## config.mk

```make
export PLATFORM = sky130hd
export DESIGN_NAME = sync_fifo
export DESIGN_NICKNAME = d
export VERILOG_FILES = /design/src/rtl/sync_fifo.sv
export SDC_FILE = /design/constraint.sdc
export NUM_CORES = 1
export LEC_CHECK = 0
export ABC_AREA = 1
export CAP_MARGIN = 0
export CORE_MARGIN = 3
export CORE_UTILIZATION = 53
export CTS_CLUSTER_SIZE = 40
export DETAILED_ROUTE_END_ITERATION = 6
export PLACE_DENSITY = 0.76
export RECOVER_POWER = 50
export SYNTH_ARGS = -nofsm -noshare
export SYNTH_HDL_FRONTEND = slang
export SYNTH_SLANG_ARGS = --single-unit
```

## constraint.sdc

```tcl
create_clock -name clk -period 2.6 [get_ports clk]
set_input_delay 0.39 -clock clk [delete_from_list [all_inputs] [get_ports clk]]
set_output_delay 0.39 -clock clk [all_outputs]
set_load 0.005 [all_outputs]
```

## src/rtl/sync_fifo.sv

```systemverilog
`default_nettype none
// +----------------------------------------------------------------------------+
// | sync_fifo : single-clock show-ahead FIFO with full/empty/almost flags.       |
// | Optional FIFO_ERR_FLAGS_EN adds sticky overflow/underflow outputs.           |
// | Revision  : 1.0                                                              |
// +----------------------------------------------------------------------------+
module sync_fifo #(
  parameter int DATA_WIDTH       = 8,
  parameter int DEPTH            = 8,
  parameter int ALMOST_FULL_THR  = 2,
  parameter int ALMOST_EMPTY_THR = 2
) (
  input  logic                  clk,
  input  logic                  rst,
  input  logic                  winc,
  input  logic [DATA_WIDTH-1:0] wdata,
  input  logic                  rinc,
  output logic [DATA_WIDTH-1:0] rdata,
  output logic                  wfull,
  output logic                  rempty,
  output logic                  almost_full,
  output logic                  almost_empty
`ifdef FIFO_ERR_FLAGS_EN
  ,
  output logic                  overflow,
  output logic                  underflow
`endif
);

  localparam int c_addr_w = $clog2(DEPTH);
  localparam int c_ptr_w  = c_addr_w + 1;

  localparam logic [c_ptr_w-1:0] c_ptr_one   = c_ptr_w'(1);
  localparam logic [c_ptr_w-1:0] c_af_level  = c_ptr_w'(DEPTH - ALMOST_FULL_THR);
  localparam logic [c_ptr_w-1:0] c_ae_level  = c_ptr_w'(ALMOST_EMPTY_THR);

  logic [DATA_WIDTH-1:0] r_mem [DEPTH];
  logic [c_ptr_w-1:0]    r_wptr;
  logic [c_ptr_w-1:0]    r_rptr;

  logic [c_ptr_w-1:0]    w_count;
  logic                  w_empty;
  logic                  w_full;
  logic                  w_push;
  logic                  w_pop;

  // The extra pointer MSB distinguishes full from empty when addresses match.
  assign w_empty = (r_wptr == r_rptr);
  assign w_full  = (r_wptr[c_addr_w-1:0] == r_rptr[c_addr_w-1:0]) &&
                   (r_wptr[c_addr_w] != r_rptr[c_addr_w]);
  assign w_count = r_wptr - r_rptr;

  assign w_push = winc & ~w_full;
  assign w_pop  = rinc & ~w_empty;

  always_ff @(posedge clk or posedge rst) begin
    if (rst) begin
      r_wptr <= '0;
      r_rptr <= '0;
    end else begin
      if (w_push) r_wptr <= r_wptr + c_ptr_one;
      if (w_pop)  r_rptr <= r_rptr + c_ptr_one;
    end
  end

  // Storage is deliberately left uninitialised; rdata is masked while empty.
  always_ff @(posedge clk) begin
    if (w_push) r_mem[r_wptr[c_addr_w-1:0]] <= wdata;
  end

  assign rdata        = w_empty ? '0 : r_mem[r_rptr[c_addr_w-1:0]];
  assign wfull        = w_full;
  assign rempty       = w_empty;
  assign almost_full  = (w_count >= c_af_level);
  assign almost_empty = (w_count <= c_ae_level);

`ifdef FIFO_ERR_FLAGS_EN
  logic r_overflow;
  logic r_underflow;

  always_ff @(posedge clk or posedge rst) begin
    if (rst) begin
      r_overflow  <= 1'b0;
      r_underflow <= 1'b0;
    end else begin
      if (winc && w_full)  r_overflow  <= 1'b1;
      if (rinc && w_empty) r_underflow <= 1'b1;
    end
  end

  assign overflow  = r_overflow;
  assign underflow = r_underflow;
`endif

endmodule
`default_nettype wire

```

==> results of run 1 <==
[layout by cell type, fill, tap and decap left out, drive strengths merged]
cell | Yosys | routed
and3 | 1 | 1
fa | 1 | 1
a21oi | 1 | 1
o21ai | 1 | 1
dfrtp | 8 | 8
o211ai | 1 | 1
buf | 13 | 19
xnor2 | 4 | 4
clkbuf | 1 | 10
xor2 | 3 | 3
nor2 | 26 | 26
dlygate4sd3 | 0 | 9
clkdlybuf4s50 | 0 | 12
ha | 5 | 5
dlygate4sd2 | 0 | 2
nand2 | 108 | 109
inv | 74 | 74
bufinv | 0 | 1
clkinv | 1 | 4
edfxtp | 64 | 64
clkinvlp | 0 | 1
nand3 | 54 | 54
[routing by layer]
layer,part of all wire (%),vias to the layer above
met2,50,56
met5,0,-
met4,2.3,0
li1,-,1225
met3,5.6,16
met1,42,1106
[power groups by stage]
| stage | sequential [uW] | combinational [uW] | clock, uW |
|---|---|---|---|
| after floorplan | 1580 | 1350 | 0 |
| after global placement | 1570 | 2160 | 0 |
| after detailed placement | 1580 | 2220 | 0 |
| after CTS | 1560 | 2330 | 831 |
| after global routing | 1580 | 2630 | 884 |
| final | 1560 | 2370 | 823 |
[flip-flops by register name, indices dropped and copies added (netlist names)]
signal and cells:
r_mem 64, r_rptr 4, r_wptr 4
[final cells by class]
| class | count | area [um^2] |
|---|---|---|
| Clock buffer | 10 | 128 |
| Clock inverter | 5 | 48.8 |
| Fill cell | 478 | 2040 |
| Inverter | 75 | 285 |
| Multi-Input combinational cell | 206 | 995 |
| Sequential cell | 72 | 2120 |
| Tap cell | 75 | 93.8 |
| Timing Repair Buffer | 42 | 383 |
[final timing paths]
path,startpoint,end,cells past startpoint
max in group asynchronous,rst,r_rptr[0],2
worst min-delay path,rst,r_rptr[1],2
worst max-delay path,r_rptr[3],rdata[3],5
worst min register to register,r_wptr[3],r_wptr[3],2
worst max register to register,r_rptr[1],r_mem[1][4],7
min in group clk,r_wptr[3],r_wptr[3],2
[cells by family after synthesis]
| family | Yosys count | synth area share [%] |
|---|---|---|
| and+or+nand+nor | 189 | 23.2 |
| buffers and inverters | 89 | 10.4 |
| DFF | 72 | 61.7 |
| xor gates and xnor gates | 7 | 1.78 |
| adders and majority gates | 6 | 2.40 |
| AOI/OAI and AO/OA | 3 | 0.509 |
[repair_timing]
item	CTS	global route
endpoints found under the hold margin	0	0
gates resized for setup	11	4
buffers inserted	2	0
setup endpoints to repair	11	8
gates cloned	1	0
[through the flow]
| stage | power [uW] | util, % |
|---|---|---|
| after global routing | 5100 | 66.5 |
| after floorplan | 2930 | - |
| final | 4760 | 66.5 |
| after global placement | 3720 | 62.6 |
| after CTS | 4720 | 66.4 |
| after detailed placement | 3800 | 62.6 |
==> out/results.ini, run 1 <==
[placement]
pre_cts_ws_ns = 0.186
routabilityCongestion = 0.801
dp.cells = 467
placed_cell_area_um2 = 3810
port_buffers = 23
hpwl_mm = 4.33

[pwr]
power_switching_uw = 1810
leakagePower_uw = 0.00191
power_frac_clock_pct = 17.3
p_per_area_nw_per_um2 = 1170
swShare_pct = 38.1
p_comb_share_pct = 49.8
ir_drop_v = 0.00113
internal-power_uw = 2940
p_seq_share_pct = 32.9

[timing]
fin_crit_ns = 2.54
hold_ws_ns = 0.426
tns_ns = 0
hold_viol = 0
tightest_slew_ns = 0.606
finalCritPeriodShare_pct = 97.7
finalWorstSetupSlack_ns = 0.0605
fmax_mhz = 394
slew_viol_final = 0
finClkSkew_ns = 0.00551
slew_headroom_pct = 59.3
setup_viol = 0

[routing]
drt_iter0_markers = 205
vias = 2403
wire_per_inst_um = 14.7
routed_via_density = 4.95
ant_nets = 0
drc = 0
wl_mm = 7.13
firstDrtPassIters = 4

[global_route]
grt_usage_pct = 21.0
grt_pass1_vias = 2353
met1_usage_pct = 26.3
use_met2_pct = 34.6
grt-ovfl-total = 0
antenna_found_initial = 0
groute.layer.met3.usage_pct = 5.99
grt_max_degree = 37
busiest_layer = met2
grt_pass1_wl_mm = 11.5

[finish]
drive_gt1_share_pct = 10.0
diodes = 0
final_nets = 424
fin_area_um2 = 4060
area_delta_synth_final_pct = 17.9
stdcell_count = 485

[die]
coreArea_um2 = 6100
pin_count = 24
die_area_um2 = 7490
die_height_um = 86.5
start_util_pct = 56.4
rows = 28
die_w_um = 86.5

[clock_tree]
cts_htree_levels = 3
root_buffer = clkbuf_8
clock_latency_ns = 0.35
cts_hold_buf = 0
cts.clk_slew.worst_paths_ns = 0.07
clock-sinks = 72
clockBufferDepth = 2
cts_tree = done
numCtsBuffers = 9

[logic_synthesis]
synth_cells = 366
synth-edff-count = 64
synth.avg_cell_area_um2 = 9.39
yosysWarnings = 0
ys_seq_area_share_pct = 61.7
synth_async_sr_flop_share_pct = 11.1
yosysTopAreaCellShare_pct = 55.9
ys_types = 22
yosys-top-cells-area = edfxtp_1, nand2_1, inv_1
ys_seq_elements = 72
ys_top_cells_by_count = nand2_1, inv_1, edfxtp_1, nand3_1, nor2_1
synth.most_common_cell = nand2_1
synthesis.nets = 384
synth_top_cell_by_area = edfxtp_1
syn-cell-area_um2 = 3440
ys.flop_type = edfxtp_1

[worst_setup_path]
critPathCaptureType = output pin
cp.required_ns = 2.21
critPathLaunchType = register
cp_max_fo = 6
cp_slowest_cell = xnor2_1
reg2reg_slack_ns = 0.56
critPathArrivalTime_ns = 2.15
crit_family = XOR/XNOR gates
path_buf_inv = 1
critPathKind = register to output pin
path_cells = xnor2_1, nand2_4, nand2_1, nor2_1, clkdlybuf4s50_1
cpPeakStageDelay_ns = 0.54

[run]
maxCapViolCount = 0

[hold_path]
hold_path.class = input pin to async pin

[status]
status = finished clean

Power figures use the tool's default switching activity.
==> run 2, diff against run 1 <==
CORE_UTILIZATION = 50   (was 53)
PLACE_DENSITY = 0.72   (was 0.76)
==> run 2 against run 1 <==
Compared with the run above: sequential share of layout area decreased by 0.54 points; die area increased by 5.6%; hold slack got worse by 0.0060 ns; non-clock buffer count increased by 2; clock power increased by 15%; final cell count increased by 1.0%; global-route usage decreased by 0.41 points; critical path depth increased by 1; critical endpoint is now rdata[2].
==> out/results.ini, run 2 (same netlist as run 1, synthesis figures left out) <==
[worst_setup_path]
critPathLaunchType = register  ; unchanged
path_cells = ha_1, and3_4, nand2_4, nand2_1, nor2_1, clkdlybuf4s50_1  ; was xnor2_1, nand2_4, nand2_1, nor2_1, clkdlybuf4s50_1
cpPeakStageDelay_ns = 0.53  ; was 0.54 ns
path_buf_inv = 1  ; unchanged
critPathCaptureType = output pin  ; unchanged
critPathArrivalTime_ns = 2.17  ; was 2.15 ns
cp.required_ns = 2.21  ; about the same
critPathKind = register to output pin  ; unchanged
cp_max_fo = 6  ; unchanged
cp_slowest_cell = clkdlybuf4s50_1  ; was xnor2_1
crit_family = buffers and inverters  ; was XOR/XNOR gates

[pwr]
leakagePower_uw = 0.00195  ; was 0.00191 uW
total_power_uw = 4900  ; was 4760 uW
ir_drop_v = 0.000554  ; was 0.00113 V
p_per_area_nw_per_um2 = 1200  ; was 1170 nW/um^2

[clock_tree]
clock_latency_ns = 0.34  ; was 0.35 ns
cts_htree_levels = 3  ; unchanged
root_buffer = clkbuf_8  ; unchanged
cts.clk_slew.worst_paths_ns = 0.08  ; was 0.07 ns
clock-sinks = 72  ; unchanged
numCtsBuffers = 9  ; unchanged
cts_tree = done  ; unchanged
clockBufferDepth = 2  ; unchanged

[die]
pin_count = 24  ; unchanged
die_w_um = 88.9  ; was 86.5 um
die_height_um = 88.9  ; was 86.5 um
start_util_pct = 52.9  ; was 56.4%
rows = 29  ; was 28
coreArea_um2 = 6490  ; was 6100 um^2
die_area_um2 = 7910  ; was 7490 um^2

[timing]
finalCritPeriodShare_pct = 98.4  ; was 97.7%
slew_viol_final = 0  ; unchanged
tns_ns = 0  ; unchanged
slew_headroom_pct = 60.2  ; was 59.3%
finClkSkew_ns = 0.00695  ; was 0.00551 ns
setup_viol = 0  ; unchanged
hold_viol = 0  ; unchanged
fmax_mhz = 391  ; was 394 MHz
finalWorstSetupSlack_ns = 0.0423  ; was 0.0605 ns
fin_crit_ns = 2.56  ; was 2.54 ns
tightest_slew_ns = 0.593  ; was 0.606 ns

[hold_path]
hold_path.class = input pin to async pin  ; unchanged

[placement]
pre_cts_ws_ns = 0.217  ; was 0.186 ns
dp.cells = 469  ; was 467
routabilityCongestion = 0.838  ; was 0.801
port_buffers = 23  ; unchanged
hpwl_mm = 4.32  ; was 4.33 mm

[finish]
area_delta_synth_final_pct = 19.3  ; was 17.9%
largest_reg_flops = 64  ; unchanged
multi_input_area_um2 = 995  ; unchanged
drive_gt1_share_pct = 11.1  ; was 10.0%
layout_commonest_cell = nand2_1  ; unchanged
mostFrequentLayoutCells = nand2_1, inv_1, edfxtp_1, nand3_1, nor2_1  ; unchanged
diodes = 0  ; unchanged
fillers = 529  ; was 478
stdcell_count = 490  ; was 485
final_nets = 426  ; was 424
register_area_um2 = 2120  ; about the same

[routing]
drc = 0  ; unchanged
wl_mm = 7.21  ; was 7.13 mm
wire_per_inst_um = 14.7  ; about the same
firstDrtPassIters = 4  ; unchanged
vias = 2426  ; was 2,403
ant_nets = 0  ; unchanged
routed_via_density = 4.95  ; about the same
drt_iter0_markers = 136  ; was 205

[run]
maxCapViolCount = 0  ; unchanged

[global_route]
grt_max_degree = 36  ; was 37
grt_usage_pct = 20.6  ; was 21.0%
grt-ovfl-total = 0  ; unchanged
antenna_found_initial = 0  ; unchanged
grt_pass1_wl_mm = 11.5  ; about the same
grt_pass1_vias = 2346  ; was 2,353

[status]
status = finished clean  ; unchanged

==> run 2: repair_timing <==
item / in CTS / in global routing
gates cloned: 1 / 0
hold buffers: 0 / 0
setup buffers: 3 / 1
pin swaps: 2 / 0
resized for setup: 11 / 6
endpoints found under the setup margin: 11 / 8
==> run 2: area by class of cell <==
| type | count | area share (%) |
|---|---|---|
| Clock buffer | 10 | 3.11 |
| Multi-Input combinational cell | 206 | 24.3 |
| Inverter | 75 | 6.96 |
| Tap cell | 77 | 2.35 |
| Timing Repair Buffer | 44 | 9.49 |
| Clock inverter | 6 | 2.04 |
| Sequential cell | 72 | 51.8 |
==> run 2: where the power goes <==
part / switching (uW) / leakage [uW] / internal [uW]
Clock: 410 / 0.000102 / 536
Sequential: 92.0 / 0.000680 / 1470
Combinational: 1340 / 0.00117 / 1040
Total: 1850 / 0.00195 / 3050
==> run 2: final timing paths <==
path	from	endpoint	slack, ns	cells past startpoint
worst max-delay path	r_wptr[1]	rdata[2]	0.04	6
worst min-delay path	rst	r_rptr[0]	0.42	2
worst max register to register	r_wptr[1]	r_mem[1][7]	0.51	6
worst min register to register	r_wptr[3]	r_wptr[3]	0.60	2
max in group asynchronous	rst	r_wptr[1]	1.93	2
min in group clk	r_wptr[3]	r_wptr[3]	0.60	2
==> run 2: through the flow <==
stage	util (%)	area, um^2	hold slack (ns)
after floorplan	-	3440	0.206
after CTS	62.9	4080	0.279
final	63.1	4100	0.420
after global placement	58.8	3820	0.569
after global routing	63.1	4100	0.442
after detailed placement	58.8	3820	0.579
==> run 2: per-layer routing <==
metal | vias to the layer above | GRT usage [%] | share of wire, % | wire [um]
met1 | 1114 | 25.7 | 45 | 3240
met2 | 64 | 33.2 | 48 | 3440
met5 | - | 0 | 0 | 0
met4 | 0 | 12.1 | 3.0 | 216
met3 | 16 | 4.42 | 4.4 | 317
li1 | 1232 | - | - | -
==> run 3, diff against run 2 <==
CORE_UTILIZATION = 35   (was 50)
GPL_ROUTABILITY_DRIVEN = 0   (was default)
PLACE_DENSITY = default   (was 0.72)
SLEW_MARGIN = 20   (was default)
==> run 3 against run 2 <==
Compared with the run above: clock-buffer cell count unchanged; global-route usage down 6.6 points; combinational power about the same; clock skew up 0.0011 ns; sequential share of layout area down 1.9 points; worst setup slack better by 0.034 ns; routed wire length down 0.53%; sequential power about the same; core utilization down 18 points; critical path depth up 1.
==> out/results.ini, run 3 (same netlist as run 1, synthesis figures left out) <==
[placement]
pre_cts_ws_ns = 0.202  ; was 0.217 ns
dp.cells = 529  ; was 469
port_buffers = 23  ; unchanged
hpwl_mm = 4.71  ; was 4.32 mm

[timing]
finalCritPeriodShare_pct = 97.1  ; was 98.4%
slew_viol_final = 0  ; unchanged
hold_viol = 0  ; unchanged
finClkSkew_ns = 0.00808  ; was 0.00695 ns
setup_viol = 0  ; unchanged
fin_crit_ns = 2.52  ; was 2.56 ns
tightest_slew_ns = 0.579  ; was 0.593 ns
fmax_mhz = 396  ; was 391 MHz
slew_headroom_pct = 61.1  ; was 60.2%
tns_ns = 0  ; unchanged
finalWorstSetupSlack_ns = 0.0763  ; was 0.0423 ns

[status]
status = finished clean  ; unchanged

[pwr]
p_per_area_nw_per_um2 = 1170  ; was 1200 nW/um^2
ir_drop_v = 0.000499  ; was 0.000554 V
leakagePower_uw = 0.00201  ; was 0.00195 uW

[die]
rows = 35  ; was 29
coreArea_um2 = 9370  ; was 6490 um^2
die_area_um2 = 11000  ; was 7910 um^2
start_util_pct = 36.7  ; was 52.9%
pin_count = 24  ; unchanged
die_w_um = 105  ; was 88.9 um
die_height_um = 105  ; was 88.9 um

[worst_setup_path]
r2r_end = r_mem[6][5]  ; was r_mem[1][7]
path_buf_inv = 2  ; was 1
critPathCaptureType = output pin  ; unchanged
critPathLaunchType = register  ; unchanged
critPathKind = register to output pin  ; unchanged
cp_max_fo = 5  ; was 6
reg2reg_from = r_wptr[0]  ; was r_wptr[1]
ff2ff_path_depth = 7  ; was 6
cpPeakStageDelay_ns = 0.52  ; was 0.53 ns
critPathArrivalTime_ns = 2.13  ; was 2.17 ns
cp_slowest_cell = clkdlybuf4s50_1  ; unchanged
reg2reg_slack_ns = 0.57  ; was 0.51 ns
cp.required_ns = 2.21  ; about the same
crit_family = buffers and inverters  ; unchanged
path_cells = inv_2, ha_1, and3_4, nand2_4, nand2_1, nor2_1, clkdlybuf4s50_1  ; was ha_1, and3_4, nand2_4, nand2_1, nor2_1, clkdlybuf4s50_1

[clock_tree]
root_buffer = clkbuf_8  ; unchanged
cts_tree = done  ; unchanged
clock-sinks = 72  ; unchanged
cts.clk_slew.worst_paths_ns = 0.08  ; about the same
clockBufferDepth = 2  ; unchanged
cts_hold_buf = 0  ; unchanged
clock_latency_ns = 0.34  ; about the same
cts_htree_levels = 3  ; unchanged
numCtsBuffers = 9  ; unchanged

[routing]
firstDrtPassIters = 4  ; unchanged
routed_via_density = 4.37  ; was 4.95
drc = 0  ; unchanged
vias = 2402  ; was 2,426
wire_per_inst_um = 13.0  ; was 14.7 um
wl_mm = 7.18  ; was 7.21 mm
ant_nets = 0  ; unchanged
drt_iter0_markers = 152  ; was 136

[global_route]
grt_max_degree = 34  ; was 36
grt_pass1_vias = 2309  ; was 2,346
grt-ovfl-total = 0  ; unchanged
grt_pass1_wl_mm = 11.8  ; was 11.5 mm
antenna_found_initial = 0  ; unchanged
grt_usage_pct = 14.0  ; was 20.6%

[finish]
mostFrequentLayoutCells = nand2_1, inv_1, edfxtp_1, nand3_1, buf_4  ; was nand2_1, inv_1, edfxtp_1, nand3_1, nor2_1
drive_gt1_share_pct = 12.6  ; was 11.1%
largest_reg_flops = 64  ; unchanged
diodes = 0  ; unchanged
area_delta_synth_final_pct = 23.7  ; was 19.3%
fillers = 914  ; was 529
post-route-util_pct = 45.4  ; was 63.1%
stdcell_count = 550  ; was 490
final_nets = 434  ; was 426
layout_commonest_cell = nand2_1  ; unchanged

[run]
maxCapViolCount = 0  ; unchanged

[hold_path]
hold_path.class = input pin to async pin  ; unchanged

-- run 3: worst register-to-register path: cells and delay by family, from the launching register on --
family	cells	cell delay, ns
buffers and inverters	2	0.28
adder cells (fa/ha/maj)	1	0.33
AND/OR/NAND/NOR	4	0.77
flip-flops	1	0.36
-- run 3: how the worst max path moves through the flow --
stage | startpoint | slack, ns | endpoint | depth (start not counted)
final | r_wptr[0] | 0.08 | rdata[3] | 7
after global routing | r_rptr[1] | -0.02 | rdata[0] | 7
after CTS | r_wptr[1] | 0.03 | rdata[5] | 6
after detailed placement | r_rptr[1] | 0.20 | rdata[1] | 7
after global placement | r_rptr[1] | 0.25 | rdata[1] | 7
after floorplan | r_rptr[2] | 0.21 | r_mem[4][0] | 8
-- run 3: repair_timing --
action	4_1_cts	5_1_grt
setup buffers	1	3
endpoints found under the setup margin	11	8
gates cloned	1	0
gates resized for setup	10	5
pin swaps	1	0
-- run 3: through the flow --
step           power, uW  hold slack (ns)  instance area (um^2)
6_report            4990            0.439                  4250
5_1_grt             5400            0.463                  4250
4_1_cts             5010            0.305                  4210
3_5_place_dp        3870            0.591                  3940
3_3_place_gp        3840            0.580                  3940
2_1_floorplan       2930            0.206                  3440
-- run 3: layout make-up --
cell class,count,area (um^2),share of cell area (%)
Clock inverter,6,115,2.71
Multi-Input combinational cell,206,985,23.2
Sequential cell,72,2120,49.9
Inverter,75,285,6.71
Tap cell,129,161,3.80
Clock buffer,10,128,3.00
Timing Repair Buffer,52,457,10.7
-- run 3: per-layer routing --
metal	vias up	wire (um)	track usage (%)
li1	1250	-	-
met1	1104	3470	18.6
met2	40	3280	22.0
met3	8	302	3.89
met4	0	123	4.69
met5	-	0	0
-- run 3: power breakdown --
part           internal (uW)  switching [uW]
registers               1470            82.5
logic                   1040            1330
clock network            643             429
==> patch (settings of run 3) <==
Add a define of `FIFO_ERR_FLAGS_EN`.
--- a/src/rtl/sync_fifo.sv
+++ b/src/rtl/sync_fifo.sv
@@ -6,2 +6,4 @@
 // +----------------------------------------------------------------------------+
+`define FIFO_ERR_FLAGS_EN
+
 module sync_fifo #(
Check against the original RTL (old outputs only; new: overflow and underflow): equivalent (Yosys induction, for registers that start in step).
==> patch against run 3 <==
  * Power is 4.9% lower
  * Die area grew 2.2%
  * Register-to-register slack gained 0.04 ns
  * Synthesized area up 2.3%
  * First-iteration DRC count down 4.6%
  * Combinational power down 2%
  * Wire length increased by 4.2%
  * Final cell count is the same
  * Utilization is 1.1 points lower
  * Setup slack gained 0.032 ns
  * Sequential cell count rose by 2
  * Cell area down 1.1%
  * Critical endpoint is now rdata[0]
  * Largest cell class unchanged
  * Largest power group unchanged
  * Highest routed layer unchanged
==> patch: results (changes against run 3) <==
[worst_setup_path] path depth of the worst reg2reg path 6 [-1]
[yosys] post-synth cell types 23 [+4.5%]
[power] Max rail drop VDD 0.576 mV [+15%]
[final_layout] layout net count 435 [+0.23%]
[yosys] net count after synthesis 392 [+2.1%]
[timing] crit path time final 2.49 ns [-0.0325 ns]
[global_routing] wire length of the first global-routing pass 12.2 mm [+3.9%]
[min_path] class of the tightest hold or removal check input port to asynchronous set/reset pin
[clock_tree] number of buffers inserted during clock tree synthesis 9 [unchanged]
[yosys] Compound-Gate Fraction of Synth Area 0.00498 [-0.000114]
[drt] via density per instance 4.51 [+3.3%]
[final_layout] fraction of layout cells with a size suffix above 1 0.0998 [-0.0261]
[yosys] instance count of the mapped netlist 374 [+2.2%]
[drt] number of DRC violations after detailed routing 0 [unchanged]
[clock_tree] H-Tree Level Count 3 [unchanged]
[yosys] dominant cells by area after synthesis edfxtp_1 55%, nand2_1 12%, inv_1 8.0%
[final_layout] total inserted antenna cells 0 [unchanged]
[status] result of the run complete, no violations
[place] Buffers on Ports 25 [+8.7%]
[final_layout] Largest register FFs 64 [unchanged]
[worst_setup_path] first element of the critical path r_wptr[2]
[worst_setup_path] worst-case register-to-register setup slack 0.61 ns [+0.04 ns]
[timing] clock skew after layout 0.00813 ns [+0.0000489 ns]
[worst_setup_path] critical path data arrival time 2.10 ns [-0.03 ns]
[yosys] most instantiated cells after synthesis 109 x nand2_1, 75 x inv_1, 64 x edfxtp_1, 53 x nand3_1, 26 x nor2_1
[yosys] predominant post-synthesis flop cell edfxtp_1
[place] placed cells 532 [+0.57%]
[worst_setup_path] worst-path fanout max 5 [unchanged]
[place] Post-DP Area 3980 um^2 [+1.0%]
[worst_setup_path] Worst setup endpoint rdata[0]
[yosys] Synth Area in Adders 0.0235 [-0.000538]
[timing] actual slew at the worst max-slew pin 0.569 ns [-0.00995 ns]
[clock_tree] clock root buffer master clkbuf_8
[clock_tree] clock network latency to the later pin of the worst-skew pair 0.35 ns
[yosys] FFs w/ async S/R, synth 0.135 [+0.0240]
[drt] DR iter-0 viols 145 [-4.6%]
[drt] total wire length after detailed routing 7.47 mm [+4.2%]
[power] net switching power figure 1830 uW [-0.77%]
[yosys] sequential share of the synthesized area 0.618 [about the same]
[yosys] mux cell area share after synthesis 0 [unchanged]
[power] Leakage 0.00198 uW [-1.6%]
[place] Setup Slack @ Placement 0.237 ns [+0.0350 ns]
[drt] Vias 2482 [+3.3%]
[worst_setup_path] capture instance of the worst register-to-register path r_mem[0][2]
[global_routing] global routing usage summed across all routing layers 0.145 [+0.00481]
[place] half-perimeter wire length after detailed placement 4.62 mm [-1.8%]
[yosys] Post-Synth XOR/XNOR Area 0.0174 [-0.000400]
patch: cell count changes in the layout (fill, tap and decap cells not counted), sizes merged:
cell / delta
buf: -9
nand2: +4
clkdlybuf4s50: +3
bufinv: -2
clkinv: +2
dfrtp: +2
dlymetal6s2s: -1
inv: +1
patch: area by class of cell:
| cell class | instances | area (um^2) |
|---|---|---|
| well taps | 129 | 161 |
| repair buffers | 45 | 407 |
| multi-input cells | 210 | 987 |
| inverters | 77 | 295 |
| fillers | 905 | 5300 |
| flip-flops and latches | 74 | 2170 |
| clock buffers | 10 | 128 |
| clock inverters | 5 | 56.3 |
patch: metal layers:
metal	up-vias	GRT usage	wire, um
met3	13	0.0364	260
li1	1251	-	-
met2	44	0.255	3760
met1	1174	0.167	3290
met5	-	0	0
met4	0	0.0592	160
patch: power by group through the flow:
stage	Clock [uW]	Combinational, uW	Sequential, uW
floorplan	0	1370	1610
global placement	0	2250	1600
detailed placement	0	2290	1610
CTS	865	2360	1580
global route	911	2620	1600
finish	848	2310	1580
patch: logic make-up (layout without fill, tap and decap cells):
logic type,Yosys count,after routing
flops,74,74
simple gates,193,194
compound gates,3,3
buf+inv,91,137
xor+xnor,7,7
fa+ha+maj,6,6
patch: timing repair:
action,CTS,global route
setup endpoints to repair,11,8
resized for setup,9,5
hold buffers,0,0
gates cloned,1,0
buffers inserted,2,0
pin swaps,1,0
patch: critical path, stage by stage, from the launching register on:
cell and delay (ns):
dfrtp_1 0.38, ha_1 0.35, and3_4 0.22, nand2_4 0.12
nand2_1 0.07, nor2_1 0.10, clkdlybuf4s50_1 0.52
patch: worst min-delay path by stage:
stage                   start         to  slack, ns  cells after the start
floorplan                 rst   overflow       0.23                      1
global placement     overflow   overflow       0.45                      2
detailed placement   overflow   overflow       0.45                      2
CTS                       rst  underflow       0.35                      2
global route        underflow  underflow       0.50                      2
finish                    rst  underflow       0.47                      2
patch: per-stage QoR:
stage	utilization	hold WS, ns
after CTS	0.442	0.350
final	0.443	0.468
after global placement	0.419	0.445
after global routing	0.443	0.499
after detailed placement	0.419	0.455
after floorplan	-	0.230
